--- config.mk ---
export PLATFORM = sky130hd
export DESIGN_NAME = pc_sequencer
export DESIGN_NICKNAME = d
export VERILOG_FILES = /design/src/rtl/pc_sequencer.sv
export SDC_FILE = /design/constraint.sdc
export NUM_CORES = 1
export LEC_CHECK = 0
export CORE_ASPECT_RATIO = 2
export CORE_MARGIN = 4
export CORE_UTILIZATION = 30
export DETAILED_ROUTE_END_ITERATION = 6
export PLACE_DENSITY_LB_ADDON = 0.15
export REMOVE_ABC_BUFFERS = 1
export SYNTH_ARGS = -nofsm -noshare
export SYNTH_HDL_FRONTEND = slang
export SYNTH_SLANG_ARGS = --single-unit
--- constraint.sdc ---
create_clock -name clk -period 2.6 [get_ports clk]
set_input_delay 0.39 -clock clk [delete_from_list [all_inputs] [get_ports clk]]
set_output_delay 0.39 -clock clk [all_outputs]
set_load 0.01 [all_outputs]
--- src/rtl/pc_sequencer.sv ---
// Next-PC controller for the 20-bit fetch path: sequential/branch/jump/jr/irq/eret
// selection, one-cycle fetch flush after each redirect, and EPC / in-ISR tracking.
module pc_sequencer #(
    parameter int              PC_W      = 20,
    parameter logic [PC_W-1:0] RESET_VEC = 20'h00000,
    parameter logic [PC_W-1:0] IRQ_VEC   = 20'h00100
) (
    input  logic            clk,
    input  logic            rst,
    input  logic [PC_W-1:0] pc,
    input  logic            stall,
    input  logic            branch_taken,
    input  logic [PC_W-1:0] branch_pc,
    input  logic [15:0]     branch_off,
    input  logic            jump,
    input  logic [PC_W-1:0] jump_target,
    input  logic            jr,
    input  logic [PC_W-1:0] jr_target,
    input  logic            irq,
    input  logic            eret,
    output logic [PC_W-1:0] next,
    output logic            flush,
    output logic            in_isr,
    output logic [PC_W-1:0] epc
);

    typedef enum logic {RUN, FLUSH} state_t;

    state_t          state, state_nx;
    logic            irq_pending;
    logic            take_irq, take_eret, redirect;
    logic [PC_W-1:0] br_tgt;

    assign br_tgt = branch_pc + PC_W'(1) + {{(PC_W-16){branch_off[15]}}, branch_off};
    assign flush  = (state == FLUSH);

    always_ff @(posedge clk) begin
        if (rst) begin
            state       <= RUN;
            in_isr      <= 1'b0;
            epc         <= '0;
            irq_pending <= 1'b0;
        end else begin
            state       <= state_nx;
            // Acceptance consumes the pending request; otherwise latch any irq level.
            irq_pending <= take_irq ? 1'b0 : (irq_pending | irq);
            if (take_irq) begin
                epc    <= pc;
                in_isr <= 1'b1;
            end else if (take_eret) begin
                in_isr <= 1'b0;
            end
        end
    end

    always_comb begin
        state_nx = state;
        case (state)
            RUN:     if (redirect) state_nx = FLUSH;
            FLUSH:   if (!stall)   state_nx = RUN;
            default: state_nx = RUN;
        endcase
    end

    // Requests in FLUSH belong to the squashed instruction and are ignored.
    always_comb begin
        next      = pc + PC_W'(1);
        take_irq  = 1'b0;
        take_eret = 1'b0;
        redirect  = 1'b0;
        if (rst) begin
            next = RESET_VEC;
        end else if (stall) begin
            next = pc;
        end else if (state == RUN) begin
            if (irq_pending && !in_isr) begin
                next     = IRQ_VEC;
                take_irq = 1'b1;
                redirect = 1'b1;
            end else if (eret && in_isr) begin
                next      = epc;
                take_eret = 1'b1;
                redirect  = 1'b1;
            end else if (jr) begin
                next     = jr_target;
                redirect = 1'b1;
            end else if (jump) begin
                next     = jump_target;
                redirect = 1'b1;
            end else if (branch_taken) begin
                next     = br_tgt;
                redirect = 1'b1;
            end
        end
    end

endmodule

==> results of run 1 <==
-- state kept, by name (all words and copies together), names as in the netlist --
signal and flops:
in_isr 1, irq_pending 1, flush 1, epc 20
-- repair_timing --
item,in CTS,in global routing
pin swaps,90,60
setup endpoints to repair,20,20
cloned,0,1
buffers inserted,47,13
resized for setup,408,59
-- critical path, delay by kind of cell --
family | cells | cell delay, ps
adders and majority gates | 2 | 530
and+or+nand+nor | 3 | 660
AOI/OAI and AO/OA | 3 | 450
buffers and inverters | 4 | 440
-- stage by stage --
step           setup TNS [ps]  hold WS, ps  power (W)  setup slack, ps  cells
2_1_floorplan            -625          459   0.000865             -207    550
3_3_place_gp           -19290          468    0.00161            -1350   1011
3_5_place_dp           -19660          473    0.00161            -1340   1011
4_1_cts                 -1450          435    0.00221             -233   1061
5_1_grt                 -2450          460    0.00241             -382   1073
6_report                -1430          445    0.00229             -247   1073
-- worst max path at each step --
stage	from	end	cells after the start
2_1_floorplan	branch_pc[0]	next[10]	9
3_3_place_gp	branch_pc[0]	next[10]	11
3_5_place_dp	branch_pc[0]	next[10]	11
4_1_cts	branch_off[0]	next[8]	12
5_1_grt	branch_off[0]	next[4]	12
6_report	branch_off[0]	next[8]	12
-- power by group through the flow --
| stage | Sequential [W] | Combinational, W | Clock, W |
|---|---|---|---|
| 6_report | 0.000392 | 0.00156 | 0.000340 |
| 5_1_grt | 0.000395 | 0.00166 | 0.000362 |
| 4_1_cts | 0.000391 | 0.00147 | 0.000354 |
| 3_5_place_dp | 0.000396 | 0.00122 | 0 |
| 3_3_place_gp | 0.000396 | 0.00121 | 0 |
| 2_1_floorplan | 0.000405 | 0.000460 | 0 |
-- kinds of logic after synthesis --
group	Yosys count	synth area share
simple gates	264	0.358
compound gates	200	0.343
buf+inv	60	0.0631
flops	23	0.117
fa+ha+maj	21	0.0688
xor+xnor	19	0.0424
mux	3	0.00796
-- layer usage --
| layer | part of all wire | up-vias |
|---|---|---|
| li1 | - | 2883 |
| met1 | 0.37 | 2915 |
| met2 | 0.54 | 206 |
| met3 | 0.041 | 74 |
| met4 | 0.050 | 0 |
| met5 | 0 | - |
-- layout make-up --
class,count,area (um^2)
Clock inverter,1,5.00
Multi-Input combinational cell,507,4170
Sequential cell,23,463
Fill cell,1157,4580
Tap cell,150,188
Clock buffer,3,75.1
Timing Repair Buffer,369,3140
Inverter,20,80.1
-- cells in the final DEF (no fill, tap or decap), types with 5 or more instances in the layout --
cell             instances
buf_4                  190
nand2_1                 87
clkdlybuf4s50_1         70
a21oi_1                 53
buf_6                   43
buf_2                   31
nor2_1                  30
dfxtp_1                 21
dlygate4sd2_1           19
nand3_1                 18
ha_4                    18
o21ai_0                 17
inv_1                   15
nor3_1                  13
a21o_1                  12
nand4_1                 10
o21a_1                   9
nor3_2                   9
nand3_2                  9
a21oi_2                  9
xnor2_1                  9
nor2_2                   8
a221oi_1                 8
o211ai_1                 8
xor2_1                   8
a211oi_2                 6
and3_1                   6
a21oi_4                  5
o21ai_1                  5
nor4_4                   5
nand2b_1                 5
buf_12                   5
==> impl_metrics.tcl, run 1 <==
set metrics [dict create \
    vdd_drop_max_v 0.000466 \
    path_class "primary input to output port" \
    max_freq_mhz 351 \
    top_usage_layer "met2" \
    area_growth_pct 107 \
    r2r_cells 4 \
    end_kind "output port" \
    synth_top_area_cell "dfxtp_1" \
    boundaryPins 146 \
    slowest_stage "or4bb_1" \
    swShare 0.400 \
    power_frac_clock 0.148 \
    placement.io_buffers 145 \
    dr.first_iter.drc_count 304 \
    seq_area_frac_synth 0.117 \
    ctsHoldBuffers 0 \
    r2r_slack_ps 1230 \
    synth_commonest_cells "93 x nand2_1, 67 x a21oi_1, 40 x nor2_1" \
    start_kind "primary input" \
    worstHoldStart "pc[14]" \
    use_met2 0.546 \
    die_area_mm2 0.0151 \
    die_w_um 88.9 \
    yosysMostFrequentCell "nand2_1" \
    report.final.slew_viol_count 0 \
    hold_viol 0 \
    clk_latency_ps 260 \
    drtPass1Iterations 4 \
    synthArstFlopShare 0 \
    route.vias.total 6078 \
    syn-instance-count 590 \
    p_sw_w 0.000918 \
    grt_pass1_wl_mm 33.5 \
    grt_start_max_net_pins 23 \
    placed_cell_area_mm2 0.00669 \
    drive_gt1_frac 0.462 \
    ys_types 76 \
    synth.avg_cell_area_um2 6.66 \
    rsz0062_at_grt "yes" \
    min_period_ps 2850 \
    yosys_warnings 0 \
    critPathMaxFanout 2 \
    clkSlewWorstSetupHoldPaths_ps 60 \
    hold_path_depth 3 \
    drt_wl_total_mm 22.7 \
    worst_pin_slew_ps 533 \
    worst_clock_skew_ps 1.89 \
    routabilityCongestion 0.914 \
    cts_inserted_buffers 3 \
    clock_sinks 23 \
    intPower_w 0.00138 \
    whs_endpoint "epc[14]" \
    p_leak_nw 3.39 \
    power_frac_comb 0.681 \
    p_seq_frac 0.171 \
    final_nets 1049 \
    viasPerCell 5.66 \
    final_core_util 0.639 \
    min_path_type "primary input to register" \
    ys_ff_latch 23 \
    initial_core_util 0.309 \
    cts-root-buf "clkbuf_16" \
    track_usage 0.290 \
    htreeDepth 1 \
    core_area_mm2 0.0127 \
    antenna_cells 0 \
    synthesis.area_mm2 0.00393 \
    tritoncts "built" \
    design_area_mm2 0.00812 \
    fp.dieH_um 170 \
    grt_use_met3 0.0170 \
    cp.required_ps 2210 \
    ant_nets 0 \
    synth-edff-count 0 \
    slew-limit-headroom 0.645 \
    ys.flop_type "dfxtp_1" \
    clockBufferDepth 2 \
    gr-usage-met1 0.317 \
    setup_slack_ps -247 \
    grt_antenna_before_repair 0 \
    drcViolationCount 0 \
    status "finished, violations left" \
    max_stage_delay_ps 470 \
    wl_per_cell_um 21.2 \
    cap_violations 0 \
    post-route-period-util 1.09 \
    path_cells "buf_6 > inv_4 > ha_4 > fa_2 > nor2b_4 > o2111ai_2 > buf_4 > a21oi_4 > nor3_1 > or4bb_1 > a31oi_1 > buf_2" \
    synth.top_cell.area_share 0.117 \
    grt_pass1_vias 6315 \
    violations "setup timing" \
    setup_viol 12 \
    synth.area.top_cells "dfxtp_1 12%, nand2_1 8.9%, a21oi_1 8.5%" \
    r2r-start "flush" \
    num_rows 58 \
    r2r-end "flush" \
    global_route.overflow_total 0 \
    p_per_area_mw_per_mm2 283 \
    critPathArrivalTime_ps 2460 \
    hpwl_mm 17.1 \
]
(Power assumes the default switching activity.)
==> run 2: changes to the inputs <==
--- a/config.mk
+++ b/config.mk
@@ -7,7 +7,7 @@
 export LEC_CHECK = 0
 export CORE_ASPECT_RATIO = 2
 export CORE_MARGIN = 4
-export CORE_UTILIZATION = 30
+export CORE_UTILIZATION = 42
 export DETAILED_ROUTE_END_ITERATION = 6
 export PLACE_DENSITY_LB_ADDON = 0.15
 export REMOVE_ABC_BUFFERS = 1
==> constraint.sdc (replaced) <==
create_clock -name clk -period 2.5 [get_ports clk]
set_input_delay 0.375 -clock clk [delete_from_list [all_inputs] [get_ports clk]]
set_output_delay 0.375 -clock clk [all_outputs]
set_load 0.01 [all_outputs]
==> run 2 against run 1 <==
The flow finishes with violations (DRC, setup timing). Die area down 27%. Register-to-register slack worse by 290 ps. Wire length up 25%. Setup slack worse by 310 ps. Highest routed layer unchanged.
==> impl_metrics.tcl, run 2 (same netlist as run 1, synthesis figures left out) <==
set metrics [dict create \
    hold_path_depth 3 \
    vdd_drop_max_v 0.000555 \
    tritoncts "built" \
    max_flop_register "epc" \
    min_period_ps 3060 \
    violations "DRC, setup timing" \
    viasPerCell 7.30 \
    drt_wl_total_mm 28.5 \
    route.vias.total 7405 \
    p_leak_nw 3.37 \
    min_path_type "primary input to register" \
    report.final.slew_viol_count 0 \
    clkSlewWorstSetupHoldPaths_ps 60 \
    placement.io_buffers 145 \
    cp.required_ps 2120 \
    worst_clock_skew_ps 1.00 \
    track_usage 0.421 \
    clockBufferDepth 2 \
    setup_slack_ps -559 \
    layout_common_cells "183 x buf_4, 87 x nand2_1, 67 x clkdlybuf4s50_1" \
    cts-root-buf "clkbuf_16" \
    die_area_mm2 0.0111 \
    grt_start_max_net_pins 23 \
    global_route.overflow_total 0 \
    critPathArrivalTime_ps 2680 \
    end_kind "output port" \
    max_freq_mhz 327 \
    place_inst 956 \
    area_growth_pct 106 \
    grt_antenna_before_repair 0 \
    layout_commonest_cell "buf_4" \
    p_per_area_mw_per_mm2 312 \
    routabilityCongestion 0.948 \
    dr.first_iter.drc_count 1363 \
    num_rows 49 \
    cap_violations 0 \
    path_cells "buf_6 > inv_4 > ha_4 > fa_2 > nor2b_4 > o2111ai_4 > buf_6 > a21oi_4 > nor3_2 > or4bb_1 > a31oi_1 > buf_2" \
    rsz0062_at_grt "yes" \
    htreeDepth 1 \
    start_kind "primary input" \
    drcViolationCount 88 \
    drive_gt1_frac 0.478 \
    status "finished, violations left" \
    finalPower_w 0.00252 \
    final_core_util 0.891 \
    cpMostUsedCell "buf_6" \
    antenna_cells 0 \
    path_delay_family "simple AND/OR/NAND/NOR gates" \
    critPathMaxFanout 3 \
    drtPass1Iterations 7 \
    slew-limit-headroom 0.529 \
    grt_pass1_wl_mm 36.9 \
    hpwl_mm 15.4 \
    die_w_um 76.4 \
    fp.dieH_um 145 \
    ctsHoldBuffers 0 \
    final_nets 1038 \
    boundaryPins 146 \
    core_area_mm2 0.00907 \
    setup_viol 17 \
    wl_per_cell_um 28.1 \
    path_class "primary input to output port" \
    r2r_cells 6 \
    grt_pass1_vias 6891 \
    cts_inserted_buffers 3 \
    clock_sinks 23 \
    post-route-period-util 1.22 \
    hold_viol 0 \
    ant_nets 0 \
    crit_cells 12 \
    slowest_stage "or4bb_1" \
    max_stage_delay_ps 500 \
    stdcell_count 1014 \
    holdWs_ps 451 \
    critPathBufInv 4 \
    initial_core_util 0.433 \
    clk_latency_ps 260 \
    largest_reg_flops 20 \
    worst_pin_slew_ps 704 \
]
## run 2: cell count changes in the layout (fill, tap and decap cells not counted), moves of 4 or more
| cell | delta |
|---|---|
| buf_4 | -7 |
| buf_6 | -7 |
| a221oi_1 | -4 |
| a221oi_2 | +4 |
| nand3_2 | -4 |
| nor3_4 | +4 |
## run 2: routing by layer
metal	track usage	wire length, um	vias up	share of wire
li1	-	-	2860	-
met1	0.443	8460	3281	0.30
met2	0.749	12400	852	0.44
met3	0.0706	3680	412	0.13
met4	0.320	3880	0	0.14
met5	0	0	-	0
## run 2: power by group
group | internal (W) | total, W | switching, W
registers | 0.000385 | 0.000407 | 0.0000217
logic | 0.000832 | 0.00177 | 0.000940
clock network | 0.000218 | 0.000345 | 0.000127
## run 2: worst reg2reg max path: cells and delay by family (launching register included)
family / cells / cell delay [ps]
flip-flops: 1 / 470
AO/OA/AOI/OAI: 1 / 180
AND/OR/NAND/NOR: 3 / 360
buffers and inverters: 2 / 470
## run 2: worst paths after layout
check | slack, ps | start | endpoint
setup reg to reg | 940 | flush | epc[11]
setup / recovery | -560 | branch_pc[0] | next[8]
hold / removal | 450 | pc[2] | epc[2]
hold reg to reg | 470 | epc[19] | epc[19]
## run 2: what timing repair did
item,in CTS,in global routing
endpoints found under the setup margin,20,20
setup buffers,41,15
pin swaps,109,69
resized for setup,434,84
## run 2: area by class of cell
| type | count | area, um^2 |
|---|---|---|
| sequential | 23 | 463 |
| tap | 102 | 128 |
| fill | 403 | 992 |
| timing repair buffer | 358 | 3030 |
| inverter | 20 | 82.6 |
| multi-input combinational | 507 | 4300 |
| clock buffer | 4 | 78.8 |
## run 2: per-stage QoR
stage	setup WS (ps)	area (um^2)	setup TNS, ps
after floorplan	-277	3760	-1120
after global placement	-1290	6570	-19380
after detailed placement	-1480	6570	-20910
after CTS	-355	7670	-1880
after global routing	-673	8080	-6440
final	-559	8080	-5090
